**src/rtl/hpdl_pkg.sv**
```systemverilog
// hpdl_pkg: shared definitions for the HPDL-1414 text writer.
//   - hpdl_state_t : controller/strobe state encoding
//   - ASCII_*      : control characters interpreted by the writer
//   - DEF_*_CYC    : default strobe timing in clock cycles
//   - helpers      : character classification/folding, digit address
package hpdl_pkg;

    typedef enum logic [2:0] {
        IDLE       = 3'd0,
        SETUP      = 3'd1,
        PULSE      = 3'd2,
        HOLD       = 3'd3,
        CLEAR_NEXT = 3'd4
    } hpdl_state_t;

    localparam logic [7:0] ASCII_CR    = 8'h0D;
    localparam logic [7:0] ASCII_BS    = 8'h08;
    localparam logic [7:0] ASCII_FF    = 8'h0C;
    localparam logic [7:0] ASCII_SPACE = 8'h20;

    localparam int DEF_SETUP_CYC = 2;
    localparam int DEF_PULSE_CYC = 4;
    localparam int DEF_HOLD_CYC  = 2;

    // A zero-length phase would make the strobe sequence degenerate.
    function automatic int at_least_one(input int n);
        return (n < 1) ? 1 : n;
    endfunction

    // Printable range the display can show (lower case is folded).
    function automatic logic is_writable(input logic [7:0] b);
        return (b >= 8'h20) && (b <= 8'h7E);
    endfunction

    // Only meaningful for writable bytes: 0x60-0x7E fold onto 0x40-0x5E.
    function automatic logic [6:0] fold_char(input logic [7:0] b);
        logic [6:0] lo;
        lo = b[6:0];
        return (lo[6:5] == 2'b11) ? (lo - 7'h20) : lo;
    endfunction

    // Device address 0 is the rightmost digit, cursor 0 the leftmost.
    function automatic logic [1:0] digit_addr(input logic [3:0] cursor);
        return 2'd3 - cursor[1:0];
    endfunction

endpackage

```
**src/rtl/hpdl_wr_strobe.sv**
```systemverilog
// hpdl_wr_strobe: SETUP -> PULSE -> HOLD write-strobe sequencer.
// Ports:
//   clk, rst_n : clock, asynchronous active-low reset
//   start      : begin a sequence (honoured only while phase == IDLE)
//   done       : high in the last HOLD cycle
//   strobe     : registered, high exactly during PULSE
//   phase      : current sequencer state (IDLE/SETUP/PULSE/HOLD)
module hpdl_wr_strobe
    import hpdl_pkg::*;
#(
    parameter int SETUP_CYC = DEF_SETUP_CYC,
    parameter int PULSE_CYC = DEF_PULSE_CYC,
    parameter int HOLD_CYC  = DEF_HOLD_CYC
) (
    input  logic        clk,
    input  logic        rst_n,
    input  logic        start,
    output logic        done,
    output logic        strobe,
    output hpdl_state_t phase
);

    localparam int S_N    = at_least_one(SETUP_CYC);
    localparam int P_N    = at_least_one(PULSE_CYC);
    localparam int H_N    = at_least_one(HOLD_CYC);
    localparam int SP_MAX = (S_N > P_N) ? S_N : P_N;
    localparam int MAX_N  = (SP_MAX > H_N) ? SP_MAX : H_N;
    localparam int CW     = (MAX_N > 1) ? $clog2(MAX_N) : 1;

    localparam logic [CW-1:0] S_LAST = CW'(S_N - 1);
    localparam logic [CW-1:0] P_LAST = CW'(P_N - 1);
    localparam logic [CW-1:0] H_LAST = CW'(H_N - 1);

    hpdl_state_t   phase_q, phase_d;
    logic [CW-1:0] cnt_q, cnt_d;
    logic          strobe_q;

    always_ff @(posedge clk or negedge rst_n) begin
        if (!rst_n) begin
            phase_q  <= IDLE;
            cnt_q    <= '0;
            strobe_q <= 1'b0;
        end else begin
            phase_q  <= phase_d;
            cnt_q    <= cnt_d;
            strobe_q <= (phase_d == PULSE);
        end
    end

    // Each phase counts 0..N-1 and clears the counter on exit.
    always_comb begin
        phase_d = phase_q;
        cnt_d   = cnt_q + CW'(1);
        done    = 1'b0;
        case (phase_q)
            IDLE: begin
                cnt_d = '0;
                if (start) phase_d = SETUP;
            end
            SETUP: begin
                if (cnt_q == S_LAST) begin
                    phase_d = PULSE;
                    cnt_d   = '0;
                end
            end
            PULSE: begin
                if (cnt_q == P_LAST) begin
                    phase_d = HOLD;
                    cnt_d   = '0;
                end
            end
            HOLD: begin
                if (cnt_q == H_LAST) begin
                    phase_d = IDLE;
                    cnt_d   = '0;
                    done    = 1'b1;
                end
            end
            default: begin
                phase_d = IDLE;
                cnt_d   = '0;
            end
        endcase
    end

    assign strobe = strobe_q;
    assign phase  = phase_q;

endmodule

```
**src/rtl/hpdl_text_writer.sv**
```systemverilog
// hpdl_text_writer: streams received bytes onto four HPDL-1414 displays
// (16 digits) with cursor handling and a clear-screen sequence.
// Ports:
//   clk, rst_n         : clock, asynchronous active-low reset
//   rx_data, rx_valid  : byte stream from the UART receiver
//   rx_ready           : byte accepted when rx_valid && rx_ready
//   hpdl_d[6:0]        : shared display data bus
//   hpdl_a[1:0]        : shared digit address (0 = rightmost digit)
//   hpdl_wr_n[3:0]     : active-low write enable, one per display
//   busy               : write or clear sequence in progress
// Handshake: a byte transfers on a rising edge where rx_valid and rx_ready
// are both high; rx_ready depends only on internal state, never on rx_valid.
module hpdl_text_writer
    import hpdl_pkg::*;
#(
    parameter int SETUP_CYC      = DEF_SETUP_CYC,
    parameter int PULSE_CYC      = DEF_PULSE_CYC,
    parameter int HOLD_CYC       = DEF_HOLD_CYC,
    parameter bit CLEAR_ON_RESET = 1'b1
) (
    input  logic       clk,
    input  logic       rst_n,
    input  logic [7:0] rx_data,
    input  logic       rx_valid,
    output logic       rx_ready,
    output logic [6:0] hpdl_d,
    output logic [1:0] hpdl_a,
    output logic [3:0] hpdl_wr_n,
    output logic       busy
);

    // ctrl_q only uses IDLE, SETUP (a strobe sequence is running) and
    // CLEAR_NEXT; the sequencer supplies the finer SETUP/PULSE/HOLD phase.
    hpdl_state_t ctrl_q, ctrl_d;
    hpdl_state_t phase;
    hpdl_state_t state;
    logic [3:0]  cursor_q, cursor_d;
    logic [6:0]  d_q, d_d;
    logic [1:0]  a_q, a_d;
    logic [1:0]  disp_q, disp_d;
    logic        init_q, init_d;
    logic        clearing_q, clearing_d;
    logic        start, done, strobe;
    logic        accept;

    hpdl_wr_strobe #(
        .SETUP_CYC(SETUP_CYC),
        .PULSE_CYC(PULSE_CYC),
        .HOLD_CYC (HOLD_CYC)
    ) u_strobe (
        .clk   (clk),
        .rst_n (rst_n),
        .start (start),
        .done  (done),
        .strobe(strobe),
        .phase (phase)
    );

    always_ff @(posedge clk or negedge rst_n) begin
        if (!rst_n) begin
            ctrl_q     <= IDLE;
            cursor_q   <= '0;
            d_q        <= '0;
            a_q        <= '0;
            disp_q     <= '0;
            init_q     <= 1'b0;
            clearing_q <= 1'b0;
        end else begin
            ctrl_q     <= ctrl_d;
            cursor_q   <= cursor_d;
            d_q        <= d_d;
            a_q        <= a_d;
            disp_q     <= disp_d;
            init_q     <= init_d;
            clearing_q <= clearing_d;
        end
    end

    // init_q keeps rx_ready low between reset release and the first edge.
    assign rx_ready = (ctrl_q == IDLE) && init_q;
    assign accept   = rx_valid && rx_ready;

    always_comb begin
        ctrl_d     = ctrl_q;
        cursor_d   = cursor_q;
        d_d        = d_q;
        a_d        = a_q;
        disp_d     = disp_q;
        init_d     = init_q;
        clearing_d = clearing_q;
        start      = 1'b0;
        case (ctrl_q)
            IDLE: begin
                if (!init_q) begin
                    init_d = 1'b1;
                    if (CLEAR_ON_RESET) begin
                        clearing_d = 1'b1;
                        cursor_d   = '0;
                        ctrl_d     = CLEAR_NEXT;
                    end
                end else if (accept) begin
                    if (is_writable(rx_data)) begin
                        start  = 1'b1;
                        d_d    = fold_char(rx_data);
                        a_d    = digit_addr(cursor_q);
                        disp_d = cursor_q[3:2];
                        ctrl_d = SETUP;
                    end else if (rx_data == ASCII_CR) begin
                        cursor_d = '0;
                    end else if (rx_data == ASCII_BS) begin
                        if (cursor_q != 4'd0) cursor_d = cursor_q - 4'd1;
                    end else if (rx_data == ASCII_FF) begin
                        clearing_d = 1'b1;
                        cursor_d   = '0;
                        ctrl_d     = CLEAR_NEXT;
                    end
                end
            end
            CLEAR_NEXT: begin
                start  = 1'b1;
                d_d    = ASCII_SPACE[6:0];
                a_d    = digit_addr(cursor_q);
                disp_d = cursor_q[3:2];
                ctrl_d = SETUP;
            end
            SETUP: begin
                // The clear loop reuses the write cursor; it ends when the
                // cursor wraps from 15 back to 0.
                if (done) begin
                    cursor_d = cursor_q + 4'd1;
                    if (clearing_q && (cursor_q != 4'd15)) begin
                        ctrl_d = CLEAR_NEXT;
                    end else begin
                        clearing_d = 1'b0;
                        ctrl_d     = IDLE;
                    end
                end
            end
            default: ctrl_d = IDLE;
        endcase
    end

    assign state     = (ctrl_q == SETUP) ? phase : ctrl_q;
    assign busy      = (state != IDLE);
    assign hpdl_d    = d_q;
    assign hpdl_a    = a_q;
    // strobe is a register cleared asynchronously, so reset releases the
    // enable at once without waiting for a clock edge.
    assign hpdl_wr_n = strobe ? ~(4'b0001 << disp_q) : 4'hF;

endmodule

```
**config.mk**
```make
export PLATFORM = sky130hd
export DESIGN_NAME = hpdl_text_writer
export DESIGN_NICKNAME = d
export VERILOG_FILES = /design/src/rtl/hpdl_pkg.sv /design/src/rtl/hpdl_wr_strobe.sv /design/src/rtl/hpdl_text_writer.sv
export SDC_FILE = /design/constraint.sdc
export NUM_CORES = 1
export LEC_CHECK = 0
export CORE_MARGIN = 4
export CORE_UTILIZATION = 45
export CTS_BUF_LIST = sky130_fd_sc_hd__clkbuf_2 sky130_fd_sc_hd__clkbuf_4 sky130_fd_sc_hd__clkbuf_8
export DETAILED_ROUTE_END_ITERATION = 6
export DONT_BUFFER_PORTS = 1
export GPL_ROUTABILITY_DRIVEN = 1
export HOLD_SLACK_MARGIN = 0.1
export PLACE_DENSITY = 0.59
export REMOVE_ABC_BUFFERS = 1
export SYNTH_ARGS = -nofsm -noshare
export SYNTH_HDL_FRONTEND = slang
export SYNTH_SLANG_ARGS = --single-unit
```
**constraint.sdc**
```tcl
create_clock -name clk -period 4.45 [get_ports clk]
set_input_delay 0.445 -clock clk [delete_from_list [all_inputs] [get_ports clk]]
set_output_delay 0.445 -clock clk [all_outputs]
set_load 0.01 [all_outputs]
```
# After elaboration in Yosys (flattened, before gate mapping)
# Index checks and enable logic that the tools add are counted.
# classes
n_reduce_logical,15
order_cmp,2
addsub,5
n_eq_ne,28
shifts,1
muxes,56
n_bitwise,1
# op_table
op,n
$mux 3,13
$mux 4,9
$mux 7,4
$eq 8x4->1 const B,3
$mux 2,8
$pmux 7 s2,1
$mux 1,13
$ne 3x3->1 const B,4
$ne 4x4->1 const B,3
$pmux 2 s2,3
$pmux 3 s4,1
$eq 3x2->1 const B,3
$pmux 3 s3,1
$ge 8x6->1 const B,1
$le 8x7->1 const B,1
$ne 2x2->1 const B,4
$pmux 4 s2,1
$reduce_and 8->1,1
$sub 7x6->7 const B,1
$eq 3x1->1 const B,2
$logic_not 3->1,2
$reduce_and 6->1,1
$ne 5x2->1 const B,1
$ne 5x4->1 const B,1
20 further kinds,26
# word_totals
in_bits,11
wordCells,118
regBits,26
output_inout_bits,15

# Depth between registers and ports, before layout
# Gate-level depths: netlist (run 1).
# logic_depth
depth_word,9
mapped_depth,7
depth_no_buf,7

# Cells and area by module
# Synthesis (run 1) repeated with hierarchy kept, for this count alone.
# hier_totals
hier_cells,135
hier_area_um2,1448.9
# modules_own_cells
mod,cells_each,seq_area_each_um2,instances,area_per_inst_um2
hpdl_text_writer,109,475.5,1,1138.6
hpdl_wr_strobe,26,150.1,1,310.3

# Worst setup path after synthesis (run 1)
# OpenSTA, ideal clock, no wires.
# synth_path
kind,register to register
startpoint,reg cursor_q[0]
endpoint,reg cursor_q[0]
arrival_ns,1.473
path_buffers,0
path_stages_with_launch,8
period_less_slack_ns,1.597
t_required_ns,4.325
slack_ns,2.853
setup_ns,0.125
path_cell_list,dfrtp_1 -> inv_1 -> ha_1 -> nor3b_1 -> o21bai_1 -> a21oi_1 -> nor2_1 -> mux2_2
# synth_via
elab_chain_len,8
elab_cells_between_ends,13
classes_between,add/sub: 2; eq/ne: 1; mux: 8; reduce/logical: 2
# synth_rtl
item,line_no,text
"start, declared",hpdl_text_writer.sv:37,"logic [3:0] cursor_q, cursor_d;"
"start signal, assigned",hpdl_text_writer.sv:70,cursor_q <= cursor_d;
$sub 4x1->4,hpdl_text_writer.sv:111,if (cursor_q != 4'd0) cursor_d = cursor_q - 4'd1;
$mux 4,hpdl_text_writer.sv:111,
$mux 4,hpdl_text_writer.sv:110,end else if (rx_data == ASCII_BS) begin
$mux 4,hpdl_text_writer.sv:108,end else if (rx_data == ASCII_CR) begin
$mux 4,hpdl_text_writer.sv:102,if (is_writable(rx_data)) begin
$mux 4,hpdl_text_writer.sv:101,end else if (accept) begin
$mux 4,hpdl_text_writer.sv:94,if (!init_q) begin
$pmux 4 s2,hpdl_text_writer.sv:92,case (ctrl_q)
# Several ways; a longest one is shown, not always the timed one. The select of a mux whose other input is x is not followed.
# A chain may end at the register's enable or synchronous reset.

# Worst setup path after layout (run 1)
# layout_path
startpoint,reg u_strobe.phase_q[1] (netlist: u_strobe.phase[1])
endpoint,out busy
# layout_via
elab_chain_len,2
# layout_rtl
item,line_no,text
"start, declared",hpdl_wr_strobe.sv:34,"hpdl_state_t phase_q, phase_d;"
"start signal, assigned",hpdl_wr_strobe.sv:44,phase_q <= phase_d;
$mux 3,hpdl_text_writer.sv:143,assign state = (ctrl_q == SETUP) ? phase : ctrl_q;
$reduce_bool 3->1,hpdl_text_writer.sv:144,assign busy = (state != IDLE);
"end, declared",hpdl_text_writer.sv:29,output logic busy
# No other way between the ends.

==> results of run 1 <==
layer usage:
metal	vias to the layer above	routed length [um]
li1	542	-
met1	552	1320
met2	43	1420
met3	4	219
met4	0	30
met5	-	0
repair_timing:
action                                 4_1_cts  5_1_grt
resized for setup                            0        0
setup endpoints to repair                    0        0
hold buffers                                 2        0
endpoints found under the hold margin       25        0
cell usage in the layout (no fill, tap or decap), drive strengths merged, types with 5 or more instances in the layout:
| cell type | count |
|---|---|
| mux2 | 5 |
| nand3 | 5 |
| a21oi | 8 |
| nor2 | 13 |
| nand2 | 5 |
| mux2i | 6 |
| ha | 5 |
| o21ai | 7 |
| dfrtp | 25 |
| inv | 13 |
report_power, final:
| group | internal, mW | switching [mW] | total [mW] |
|---|---|---|---|
| clock | 0.0412 | 0.0681 | 0.109 |
| combinational | 0.138 | 0.181 | 0.319 |
| sequential | 0.300 | 0.0958 | 0.396 |
critical path, delay by kind of cell, from the launching register on:
family             cells  cell delay, ns
and+or+nand+nor        1            0.41
AOI/OAI and AO/OA      1            0.23
DFF                    1            0.47
cells by family after synthesis:
group / Yosys count
buffers and inverters: 15
AO/OA/AOI/OAI: 36
adder cells (fa/ha/maj): 5
flip-flops: 25
multiplexers: 11
AND/OR/NAND/NOR: 53
other: 1
path summary, 6_finish.rpt:
| check | start | endpoint | slack [ns] | cells after the start |
|---|---|---|---|---|
| min in group asynchronous | rst_n | cursor_q[1] | 0.53 | 2 |
| worst max-delay path | u_strobe.phase[1] | busy | 2.58 | 2 |
| max in group asynchronous | rst_n | hpdl_d[5] | 3.76 | 2 |
| worst max register to register | cursor_q[0] | cursor_q[0] | 2.65 | 7 |
| worst min register to register | u_strobe.cnt_q[0] | u_strobe.cnt_q[0] | 0.51 | 1 |
| worst min-delay path | rx_data[0] | hpdl_d[0] | 0.26 | 2 |
per-stage QoR:
stage	util, %	power, mW
3_5_place_dp	48.9	0.715
2_1_floorplan	-	0.639
5_1_grt	50.8	0.890
3_3_place_gp	48.9	0.705
4_1_cts	50.8	0.835
6_report	50.8	0.824
layout make-up:
cell class / instances / area (sq um)
fill: 311 / 1530
multi-input combinational: 106 / 787
sequential: 25 / 626
tap: 44 / 55.1
inverter: 13 / 48.8
clock buffer: 4 / 30.0
timing repair buffer: 2 / 30.0
state kept, by name, summed over array words and instances, names as in the netlist:
name and cells:
u_strobe.strobe 1, disp_q 2, hpdl_a 2, u_strobe.cnt_q 2, u_strobe.phase 3, cursor_q 4, ctrl_q 2, hpdl_d 7
clearing_q 1, init_q 1
==> summary.md, run 1 <==
| Metric | Value |
|---|---|
| P_leak | `roughly 0.68 nW` |
| CTS max path bufs | `2` |
| CP Max Fanout | `7` |
| Reg clk slew, reported paths | `approximately 0.14 ns` |
| Die Area | `0.00425 sq mm` |
| Worst hold-check path type | `in2reg` |
| CTS tree | `done` |
| Die Y | `roughly 65 um` |
| Setup ws final | `between 2 and 3 ns` |
| Mapped Area | `0.00147 sq mm` |
| DRC errors left | `0` |
| Routed len/inst | `between 15 and 20 um` |
| Complex-gate fraction of the synthesized area | `between 10% and 20%` |
| Worst-path cell chain | `or3_1 -> a21o_1` |
| Synth Flop Type | `dfrtp_1` |
| Post-Synth Simple-Gate Area | `between 20% and 30%` |
| Pins over their slew limit | `0` |
| Synth Area in Adders | `4.25%` |
| Pin count of the biggest net entering global routing | `26` |
| Clk_lat worst skew | `0.32 ns` |
| Via count | `between 1k and 1.5k` |
| Synth cell count leaders | `dfrtp_1, inv_1, nor2_1` |
| Core area | `approximately 0.0031 sq mm` |
| Vias per cell | `a little under 6` |
| WL final | `between 2000 and 3000 um` |
| GR peak layer | `met2` |
| Post-route ant nets | `0` |
| DP HPWL | `about 2300 um` |
| Syn-to-layout area delta | `7.05%` |
| Startpoint Class | `flip-flop` |
| Ant diodes | `0` |
| Final Setup Violations | `0` |
| Met1 Usage GRT | `between 15 and 20%` |
| Avg Cell Area, Syn | `10.1 sq um` |
| Dpl cells | `around 190` |
| Met3 Resource Use GR | `about 2.9%` |
| Area share of the largest cell type after synthesis | `a little over two fifths` |
| Crit. End Element | `primary output` |
| CTS Buf Count | `3` |
| Final nets | `roughly 170` |
| Drt first pass iters | `4` |
| Placer Congestion | `approximately 0.8` |
| Leading area contributor after synthesis | `dfrtp_1` |
| Final min period | `1.87 ns` |
| Asr flop ratio synth | `100%` |
| Fmax | `0.535 GHz` |
| Hold WS | `~0.26 ns` |
| Critical setup path kind | `reg2out` |
| Total negative slack | `0 ns` |
| CTS H-tree depth | `1` |
| Worst Skew | `0.0143 ns` |
| WP data required | `roughly 4 ns` |
| Fraction of layout cells with a size suffix above 1 | `~17%` |
| RSZ-0062 raised after global routing | `no` |
| # rows | `20` |
| Yosys cell types | `48` |
| Worst path slowest cell | `dfrtp_1` |
| IO Pins | `26` |
| Arr. time, crit path | `between 1 and 1.5 ns` |
| Post-synth EDFFs | `0` |
| Post-synthesis mux area share | `7.90%` |
| Hold violation count in the final report | `0` |
| Top post-synthesis cells by area | `dfrtp_1, ha_1, mux2i_1` |
| CTS Sinks | `25` |
| Port Buf Inserts | `0` |
| Warnings, synthesis | `0` |
| Maximum VDD drop | `between 0.0002 and 0.00025 V` |
| Initial DRC count | `22` |
| Post-DP Area | `between 0.0015 and 0.002 sq mm` |
| Fin cells | `between 150 and 200` |
| Met2 Use GR | `25.7%` |
| Initial antenna violation count | `0` |
| First-pass GRT wire length | `between 5000 and 6000 um` |
| Initial Util | `between 40% and 50%` |
| Root buf cell | `clkbuf_4` |
| Largest family of logic cells by synthesized area | `simple AND/OR/NAND/NOR gates` |
| XOR/XNOR share of the synthesized area | `0%` |
| Count leader, synth | `dfrtp_1` |
| Final period utilization | `a little over two fifths` |
| GRT Total Usage | `between 10% and 20%` |
| Post-Synthesis Cells | `146` |
| #FFs+latches synth | `25` |
| Sequential fraction of the synthesis area | `about 42%` |
| Final Cell Area | `roughly 0.0016 sq mm` |
| Pre-CTS setup slack | `2.68 ns` |
| Status | `completed` |
| Vias in the first global route | `1,133` |
| Slowest stage delay, CP | `between 0.4 and 0.5 ns` |
| MaxCap Viol Count | `0` |
| Die X-Extent | `roughly 65 um` |
| Total gr overflow | `0` |
| PwrDens | `approximately 520 mW/mm^2` |
| Post-CTS Repair Setup Buffers | `0` |
Power figures use the tool's default switching activity.
==> inputs of run 2 (changes only) <==
- clock period: 4.45 -> 1.85 ns (I/O delays scaled with it)
==> summary.md, run 2 (synthesis gave the netlist of run 1 again) <==
| Metric | Value |
|---|---|
| Status | `completed (unchanged)` |
| Pins over their slew limit | `0 (unchanged)` |
| R2R cell count | `5 (was 7)` |
| Crit. End Element | `flip-flop (was primary output)` |
| CTS max path bufs | `2 (unchanged)` |
| Root buf cell | `clkbuf_4 (unchanged)` |
| Most frequent cells in the layout | `dfrtp_1, inv_1, nor2_1 (unchanged)` |
| P_leak | `0.735 nW (was 0.679 nW)` |
| Post-DP Area | `0.00155 sq mm (was 0.00152 sq mm)` |
| Switching Share | `41.9% (was 41.8%)` |
| Reg clk slew, reported paths | `0.14 ns (about the same)` |
| # rows | `20 (unchanged)` |
| Pre-CTS setup slack | `0.00310 ns (was 2.68 ns)` |
| Fmax | `between 0.5 and 0.6 GHz` |
| Vias per cell | `5.68 (was 5.88)` |
| Pwr Total | `2.12 mW (was 824 uW)` |
| Core area | `0.00310 sq mm (unchanged)` |
| Die Area | `0.00425 sq mm (unchanged)` |
| CTS tree | `done (unchanged)` |
| Fraction of layout cells with a size suffix above 1 | `21.1% (was 16.7%)` |
| Setup ws final | `0.173 ns (was 2.58 ns)` |
| Flop pwr share | `43.9% (was 48.0%)` |
| Worst hold-check path type | `in2reg (unchanged)` |
| Drt first pass iters | `4 (unchanged)` |
| CP Max Fanout | `9 (was 7)` |
| Total negative slack | `0 ns (unchanged)` |
| WP data required | `2.09 ns (was 4.01 ns)` |
| MaxCap Viol Count | `0 (unchanged)` |
| Clock power frac | `12.2% (was 13.3%)` |
| Ant diodes | `0 (unchanged)` |
| NetSw | `888 uW (was 345 uW)` |
| Hold violation count in the final report | `0 (unchanged)` |
| Post-route ant nets | `0 (unchanged)` |
| Syn-to-layout area delta | `15.8% (was 7.05%)` |
| Slowest stage delay, CP | `0.52 ns (was 0.47 ns)` |
| Commonest non-fill, non-tap cell in the layout | `dfrtp_1 (unchanged)` |
| Initial antenna violation count | `0 (unchanged)` |
| DP HPWL | `2340 um (was 2280 um)` |
| First-pass GRT wire length | `5510 um (was 5140 um)` |
| CTS Sinks | `25 (unchanged)` |
| Final Setup Violations | `0 (unchanged)` |
| Worst path bufs/invs | `0 (unchanged)` |
| DRC errors left | `0 (unchanged)` |
| GRT Total Usage | `16.4% (was 15.3%)` |
| Largest register FFs | `7 (unchanged)` |
| Final Cell Area | `0.00171 sq mm (was 0.00158 sq mm)` |
| Worst path slowest cell | `dfrtp_1 (unchanged)` |
| Via count | `1,165 (was 1,141)` |
| Port Buf Inserts | `0 (unchanged)` |
| PwrDens | `1240 mW/mm^2 (was 522 mW/mm^2)` |
| Power Internal | `1.23 mW (was 479 uW)` |
| Routed len/inst | `15.7 um (was 15.4 um)` |
| Hold depth | `2 (unchanged)` |
| Final nets | `178 (was 167)` |
| Placer Congestion | `0.796 (was 0.801)` |
| Final period utilization | `between 90 and 100%` |
| Initial DRC count | `65 (was 22)` |
| CTS H-tree depth | `1 (unchanged)` |
| Worst-path cell chain | `nor2b_1 -> a21oi_1 -> o211ai_4 -> or2_4 -> a211oi_2 (was or3_1 -> a21o_1)` |
| IO Pins | `26 (unchanged)` |
| Startpoint Class | `flip-flop (unchanged)` |
| Logic gate share of total power | `43.9% (was 38.7%)` |
| Arr. time, crit path | `1.92 ns (was 1.43 ns)` |
| Clk_lat worst skew | `0.32 ns (about the same)` |
| CTS Buf Count | `3 (unchanged)` |
| Initial Util | `47.5% (unchanged)` |
| Die X-Extent | `65.2 um (unchanged)` |
| Worst path top cell family by delay | `compound AO/OA/AOI/OAI gates (was flip-flops)` |
| Pin count of the biggest net entering global routing | `26 (unchanged)` |
| Total gr overflow | `0 (unchanged)` |
| Critical setup path kind | `reg2reg (was reg2out)` |
| Final min period | `between 1.5 and 2 ns` |
| Die Y | `65.2 um (unchanged)` |
| Vias in the first global route | `1,170 (was 1,133)` |
| Hold WS | `0.108 ns (was 0.265 ns)` |
| WL final | `3220 um (was 2990 um)` |
| Worst Skew | `0.00652 ns (was 0.0143 ns)` |
| Crit. path cell count | `5 (was 2)` |
| Maximum VDD drop | `0.000858 V (was 0.000250 V)` |
-- run 2: repair_timing --
item / in CTS / in global routing
hold endpoints to repair: 31 / 0
hold buffers: 8 / 0
setup buffers: 0 / 1
gates resized for setup: 1 / 5
pin swaps: 0 / 1
setup endpoints to repair: 1 / 5
gates cloned: 0 / 0
-- run 2: metal layers --
layer,global-route usage (%),share of wire (%),up-vias,routed length [um]
met2,26.4,47,26,1500
met4,2.33,0.71,0,23
met1,22.0,47,570,1510
met5,0,0,-,0
met3,5.13,5.8,4,187
li1,-,-,565,-
-- run 2: power by group through the flow --
stage               combinational (mW)  sequential (mW)  clock [mW]
finish                           0.930            0.929       0.258
global route                      1.05            0.960       0.295
CTS                              0.848            0.942       0.269
detailed placement               0.815            0.951           0
global placement                 0.788            0.943           0
floorplan                        0.628            0.908           0
-- run 2: final timing paths --
check	from	endpoint	slack [ns]
min in group asynchronous	rst_n	cursor_q[0]	0.28
worst max register to register	ctrl_q[0]	cursor_q[2]	0.17
worst min-delay path	rx_valid	u_strobe.phase[0]	0.11
worst max-delay path	ctrl_q[0]	cursor_q[2]	0.17
max in group asynchronous	rst_n	cursor_q[1]	1.41
worst min register to register	u_strobe.cnt_q[0]	u_strobe.cnt_q[0]	0.51
-- run 2: worst register-to-register path: cells and delay by family, from the launching register on --
family / cells / cell delay (ns)
compound gates: 3 / 0.64
flops: 1 / 0.52
simple gates: 2 / 0.45
-- run 2: cell type report --
class                   count  area, sq um
flip-flops and latches     25          627
clock buffers               4         30.0
well taps                  44         55.1
multi-input cells         106          817
repair buffers             13          128
fillers                   295         1400
inverters                  13         48.8
-- run 2: metrics by stage --
step / std cells / utilization, %
after CTS: 204 / 53.8
final: 205 / 55.0
after global placement: 192 / 49.8
after global routing: 205 / 55.0
after detailed placement: 192 / 49.8
after floorplan: 144 / -
